### config.mk
export PLATFORM = sky130hd
export DESIGN_NAME = ram_burst_reader
export DESIGN_NICKNAME = d
export VERILOG_FILES = /design/src/rtl/ram_reader_pkg.sv /design/src/rtl/stream_skid_fifo.sv /design/src/rtl/ram_burst_reader.sv
export SDC_FILE = /design/constraint.sdc
export NUM_CORES = 1
export LEC_CHECK = 0
export CELL_PAD_IN_SITES_DETAIL_PLACEMENT = 0
export CELL_PAD_IN_SITES_GLOBAL_PLACEMENT = 2
export CORE_AREA = 2 2 111 113
export DETAILED_ROUTE_END_ITERATION = 7
export DIE_AREA = 0 0 113 115
export GPL_TIMING_DRIVEN = 0
export PLACE_DENSITY = 0.86
export SYNTH_ARGS = -nofsm -noshare
export SYNTH_HDL_FRONTEND = slang
export SYNTH_HIERARCHICAL = 1
export SYNTH_SLANG_ARGS = --single-unit
export TNS_END_PERCENT = 20
### constraint.sdc
create_clock -name inclk -period 2 [get_ports inclk]
set_input_delay 0.2 -clock inclk [delete_from_list [all_inputs] [get_ports inclk]]
set_output_delay 0.2 -clock inclk [all_outputs]
set_load 0.02 [all_outputs]
### src/rtl/ram_reader_pkg.sv
// Shared definitions for the RAM burst reader: FSM states and the fixed
// depth/latency constants that size the read-issue credit loop.
package ram_reader_pkg;

  typedef enum logic [1:0] {
    IDLE  = 2'd0,
    READ  = 2'd1,
    DRAIN = 2'd2,
    DONE  = 2'd3
  } reader_state_t;

  // Output buffer depth: the 3-cycle round trip from issue to visibility plus one
  // entry of slack lets the reader sustain one word per cycle.
  localparam int FIFO_DEPTH = 4;

  // Cycles from the read address being driven until the RAM data is capturable.
  localparam int READ_LATENCY = 2;

endpackage

### src/rtl/stream_skid_fifo.sv
// Small synchronous FIFO with an occupancy count. The head entry is always
// presented on pop_data; a simultaneous push and pop leaves the count unchanged.
module stream_skid_fifo #(
  parameter int DW    = 16,
  parameter int DEPTH = 4
) (
  input  logic                       clk,
  input  logic                       rst_n,
  input  logic                       push,
  input  logic [DW-1:0]              push_data,
  input  logic                       pop,
  output logic [DW-1:0]              pop_data,
  output logic [$clog2(DEPTH+1)-1:0] count
);

  localparam int PW = $clog2(DEPTH);
  localparam int CW = $clog2(DEPTH+1);

  logic [DW-1:0] mem [DEPTH];
  logic [PW-1:0] wr_ptr;
  logic [PW-1:0] rd_ptr;
  logic          push_ok;
  logic          pop_ok;

  // A full FIFO refuses writes and an empty one refuses reads, so the pointers
  // can never run past each other even if a caller misbehaves.
  assign push_ok  = push && (count != CW'(DEPTH));
  assign pop_ok   = pop && (count != '0);
  assign pop_data = mem[rd_ptr];

  // Storage, pointers and occupancy; entries clear on reset so the head reads zero.
  always_ff @(posedge clk or negedge rst_n) begin
    if (!rst_n) begin
      wr_ptr <= '0;
      rd_ptr <= '0;
      count  <= '0;
      for (int i = 0; i < DEPTH; i++) begin
        mem[i] <= '0;
      end
    end else begin
      if (push_ok) begin
        mem[wr_ptr] <= push_data;
        wr_ptr      <= wr_ptr + PW'(1);
      end
      if (pop_ok) begin
        rd_ptr <= rd_ptr + PW'(1);
      end
      case ({push_ok, pop_ok})
        2'b10:   count <= count + CW'(1);
        2'b01:   count <= count - CW'(1);
        default: count <= count;
      endcase
    end
  end

endmodule

### src/rtl/ram_burst_reader.sv
// Walks a burst of consecutive RAM addresses and turns the RAM's fixed 2-cycle
// read latency into a valid/ready word stream that tolerates backpressure.
// Optional feature: define RAM_BURST_READER_CHECKSUM_EN to add out_checksum,
// the running sum of words transferred in the current burst.
module ram_burst_reader
  import ram_reader_pkg::*;
#(
  parameter int p_addresswidth = 4,
  parameter int p_datawidth    = 16
) (
  input  logic                      inclk,
  input  logic                      inrst_n,
  input  logic                      in_start,
  input  logic [p_addresswidth-1:0] in_startaddr,
  input  logic [p_addresswidth:0]   in_length,
  output logic [p_addresswidth-1:0] out_rdaddress,
  input  logic [p_datawidth-1:0]    in_rddata,
  output logic [p_datawidth-1:0]    out_data,
  output logic                      out_valid,
  input  logic                      in_ready,
`ifdef RAM_BURST_READER_CHECKSUM_EN
  output logic [p_datawidth-1:0]    out_checksum,
`endif
  output logic                      out_busy,
  output logic                      out_done
);

  localparam int CW    = $clog2(FIFO_DEPTH+1);
  localparam int OUT_W = $clog2(FIFO_DEPTH+READ_LATENCY+1);

  reader_state_t               state;
  reader_state_t               state_next;
  logic [p_addresswidth:0]     remaining;
  logic [READ_LATENCY-1:0]     pipe;
  logic [CW-1:0]               fifo_count;
  logic [OUT_W-1:0]            outstanding;
  logic                        accept;
  logic                        issue;
  logic                        last_issue;
  logic                        pop;
  logic                        drain_empty;

  // A new burst is taken whenever no burst is running, including the done cycle.
  assign accept     = in_start && ((state == IDLE) || (state == DONE));
  assign issue      = (state == READ) && (outstanding < OUT_W'(FIFO_DEPTH));
  assign last_issue = issue && (remaining == (p_addresswidth+1)'(1));
  assign pop        = out_valid && in_ready;
  assign out_valid  = (fifo_count != '0);
  assign out_busy   = (state == READ) || (state == DRAIN);
  assign out_done   = (state == DONE);

  // The drain finishes in the cycle the last buffered word is handed over, so
  // the done pulse lands immediately after the final transfer.
  assign drain_empty = (pipe == '0) &&
                       ((fifo_count == '0) || ((fifo_count == CW'(1)) && pop));

  // Issue credit: words already buffered plus reads still travelling through the RAM.
  always_comb begin
    outstanding = OUT_W'(fifo_count);
    for (int i = 0; i < READ_LATENCY; i++) begin
      outstanding = outstanding + OUT_W'(pipe[i]);
    end
  end

  // Next-state logic; an empty burst goes through one drain cycle with nothing
  // outstanding so it shows the same busy-then-done shape as any other burst.
  always_comb begin
    state_next = state;
    case (state)
      IDLE, DONE: begin
        if (accept) begin
          state_next = (in_length == '0) ? DRAIN : READ;
        end else begin
          state_next = IDLE;
        end
      end
      READ: begin
        if (last_issue) begin
          state_next = DRAIN;
        end
      end
      DRAIN: begin
        if (drain_empty) begin
          state_next = DONE;
        end
      end
      default: state_next = IDLE;
    endcase
  end

  // State register.
  always_ff @(posedge inclk or negedge inrst_n) begin
    if (!inrst_n) begin
      state <= IDLE;
    end else begin
      state <= state_next;
    end
  end

  // Address counter and remaining-word count; the address wraps naturally at its width.
  always_ff @(posedge inclk or negedge inrst_n) begin
    if (!inrst_n) begin
      out_rdaddress <= '0;
      remaining     <= '0;
    end else if (accept) begin
      out_rdaddress <= in_startaddr;
      remaining     <= in_length;
    end else if (issue) begin
      out_rdaddress <= out_rdaddress + p_addresswidth'(1);
      remaining     <= remaining - (p_addresswidth+1)'(1);
    end
  end

  // Valid pipe that tracks each issued read until its data appears on in_rddata.
  always_ff @(posedge inclk or negedge inrst_n) begin
    if (!inrst_n) begin
      pipe <= '0;
    end else begin
      pipe <= {pipe[READ_LATENCY-2:0], issue};
    end
  end

  stream_skid_fifo #(
    .DW    (p_datawidth),
    .DEPTH (FIFO_DEPTH)
  ) u_fifo (
    .clk       (inclk),
    .rst_n     (inrst_n),
    .push      (pipe[READ_LATENCY-1]),
    .push_data (in_rddata),
    .pop       (pop),
    .pop_data  (out_data),
    .count     (fifo_count)
  );

`ifdef RAM_BURST_READER_CHECKSUM_EN
  // Running sum of transferred words; cleared when a burst is accepted and held afterwards.
  always_ff @(posedge inclk or negedge inrst_n) begin
    if (!inrst_n) begin
      out_checksum <= '0;
    end else if (accept) begin
      out_checksum <= '0;
    end else if (pop) begin
      out_checksum <= out_checksum + out_data;
    end
  end
`endif

endmodule
==> summary.txt <==
outcome: complete, but fails checks
violated checks: DRC
critical path class: reg2reg
Final Power: 8.745 mW
nets: 390
Finish-stage setup viols: 0
clk sinks: 84
RSZ-0062 raised after global routing: true
Synthesized Nets: 320
Top FF cell, synth: dfrtp_1
EDFF count, synth: 0
GP Congestion: 0.6870
Final HPWL DP: 5.449 mm
CORE AREA: 11810 um^2
Combinational Power Share: 47.4%
Initial Util: 35.50%
relative slew slack: 66.45%
VDD IR max: 0.0006985 V
# IOs: 52
switching pwr: 2.981 mW
vias: 2461
Worst Setup Start Kind: flip-flop
Min-Delay Path Class: in2async
switching fraction of total power: 34.08%
Port Buffer Count: 51
CP Capture Type: flip-flop
P per Cell Area: 1657 nW/um^2
clk buf depth: 2
number of CTS-inserted buffers: 9
Crit path largest cell delay: 0.43 ns
top-count cell post-synth: dfrtp_1
Crit path top cell by count: xor2_1
vias per std cell: 4.922
Worst R2R Start: u_fifo/count[0]
internal power: 5.765 mW
LEAKAGE: 2.349 nW
asr flop ratio synth: 100.0%
Final ANT Viol Nets: 0
Commonest cells post-synth: dfrtp_1 (84), mux2_4 (40), mux2_2 (26), mux4_2 (16), inv_1 (13)
Worst-Margin Slew: 0.5033 ns
Worst-path clk slew: 0.06 ns
worst path cell trace: or3_4 > and2_4 > o31a_1 > ha_4 > inv_2 > fa_2 > xor2_1 > nor2_1 > xor2_1
DRC: 5
Place WS: -0.2885 ns
die area: 13000 um^2
sequential share of the synthesized area: 50.13%
drt pass-1 iters: 6
DR iter-0 viols: 113
top-area cell type share of the netlist area: 50.13%
achievable frequency: 500.5 MHz
clk_skew: 0.007858 ns
Area Overhead vs Synth: 25.84%
All-Layer GR Usage: 13.54%
Seq pwr share: 34.6%
Yosys cell types: 40
multi-input logic area: 1976 um^2
Routed WL: 7.971 mm
Clk pwr share: 18.0%
ranking of synthesized cells by area: dfrtp_1 (50%), mux2_4 (14%), mux4_2 (8.6%)
die width: 113 um
cells on worst reg2reg path: 9
reg2reg end: u_fifo/count[2]
ratio of cells with drive above 1 in the final layout: 41.08%
mapped cell area: 4193 um^2
final-layout fill cell count: 1085
vias in the first global route: 2655
Hold Vio Cnt, Final: 0
Slew Viols, Final: 0
H-tree Lvls: 3
synth warn: 6
placed insts: 477
Synth area leader: dfrtp_1
Arr. time, crit path: 2.22 ns
Syn Inst Count: 278
CTS tree: done
post-layout utilization of the core: 44.67%
Root Buffer: clkbuf_16
clk_lat worst skew: 0.34 ns
first-pass GRT wire length: 13.66 mm
Register Area: 2106 um^2
initial antenna violation count: 0
WL/cell: 15.94 um
row cnt: 40
crit share post-route: 99.90%
CP required: 2.22 ns
non-filler cells, final: 500
CP max stage cell: dfrtp_2
MaxCap Viol Count: 0
Period minus WS final: 1.998 ns
syn avg cell area: 15.08 um^2
Overflow after GRT: 0
Die Ht: 115 um
Critical Path Fanout Max: 5
diodes inserted: 0
pin count of the biggest net entering global routing: 48
slack of the critical path: 0.002041 ns
Seq cells post-synth: 84
FF-to-FF setup slack: 0.002 ns
## cell families after synthesis
family                   synth area share, %
multiplexers                           30.62
flip-flops                             50.13
AND/OR/NAND/NOR                        5.939
buffers and inverters                  3.521
AO/OA/AOI/OAI                          4.059
adder cells (fa/ha/maj)                4.058
XOR/XNOR                               1.671
## registers in the layout (all words and copies together), names as in the netlist
| signal | cells |
|---|---|
| state | 2 |
| u_fifo/rd_ptr | 2 |
| pipe | 2 |
| u_fifo/wr_ptr | 2 |
| out_rdaddress | 4 |
| u_fifo/mem | 64 |
| u_fifo/count | 3 |
| remaining | 5 |
## final cells by class
cell class              count  share of cell area (%)
clock buffers              12                   5.051
repair buffers             59                   10.22
clock inverters             4                  0.4268
flip-flops and latches     84                   39.91
inverters                  14                  0.9960
multi-input cells         169                   37.44
well taps                 147                   3.486
plain buffers              11                   2.466
## how the worst max path moves through the flow
stage	endpoint	slack, ns	depth (start not counted)	from
after CTS	u_fifo/count[2]	-0.13	9	u_fifo/count[0]
final	u_fifo/count[2]	0.002	9	u_fifo/count[0]
after global placement	u_fifo/count[0]	-2.56	1	inrst_n
after detailed placement	out_data[4]	-0.29	4	u_fifo/rd_ptr[1]
after global routing	u_fifo/count[1]	-0.06	7	u_fifo/count[0]
after floorplan	u_fifo/count[2]	-0.09	8	u_fifo/count[0]
## power groups by stage
stage,clock (mW),combinational [mW],sequential [mW]
after CTS,1.63,4.10,3.05
after global routing,1.70,4.50,3.13
after detailed placement,0,4.24,3.05
after global placement,0,4.17,3.02
after floorplan,0,2.99,2.94
final,1.58,4.15,3.02
## layout by cell type, fill, tap and decap left out, types with 3 or more instances in the layout
cell	synthesis	routed
inv_1	13	12
nand2_1	10	10
mux4_2	16	16
nor2_1	7	7
clkbuf_8	1	4
clkdlybuf4s50_1	0	33
xor2_1	4	4
o21ai_1	9	9
mux2i_1	3	3
buf_6	5	6
dfrtp_2	0	3
clkbuf_16	0	9
ha_1	12	11
dfrtp_1	84	81
buf_4	1	7
mux2_4	40	40
clkinv_2	0	3
nor2_4	4	4
xnor2_1	4	4
or3_1	6	6
mux2_2	26	26
buf_2	2	9
dlygate4sd2_1	0	9
a31oi_1	5	5
## stage by stage
| stage | setup TNS [ns] | hold WS [ns] | cell area [um^2] |
|---|---|---|---|
| after floorplan | -0.1305 | -0.09559 | 4220 |
| after global placement | -191.87 | 0.4161 | 4915 |
| after detailed placement | -2.810 | 0.2001 | 4940 |
| after CTS | -0.2805 | 0.3807 | 5235 |
| after global routing | -0.1395 | 0.4133 | 5276 |
| final | 0 | 0.3744 | 5276 |
## worst max-delay path, delay by kind of cell, from the launching register on
kind / cells / cell delay (ns)
buffers and inverters: 1 / 0.05
DFF: 1 / 0.43
xor gates and xnor gates: 2 / 0.28
adders and majority gates: 2 / 0.36
and+or+nand+nor: 3 / 0.62
AOI/OAI and AO/OA: 1 / 0.14
## repair_timing
action / in CTS / in global routing
setup buffers: 1 / 5
resized for setup: 51 / 6
hold buffers: 1 / 0
endpoints found under the setup margin: 20 / 11
endpoints found under the hold margin: 37 / 0
pin swaps: 3 / 2
## metal layers
layer	global-route usage [%]	part of all wire (%)	wire length, um	vias up
met4	3.415	0.92	73	0
met3	5.008	5.8	466	5
li1	-	-	-	1155
met5	0	0	0	-
met2	22.04	47	3770	53
met1	17.27	46	3660	1248
Power figures use the tool's default switching activity.
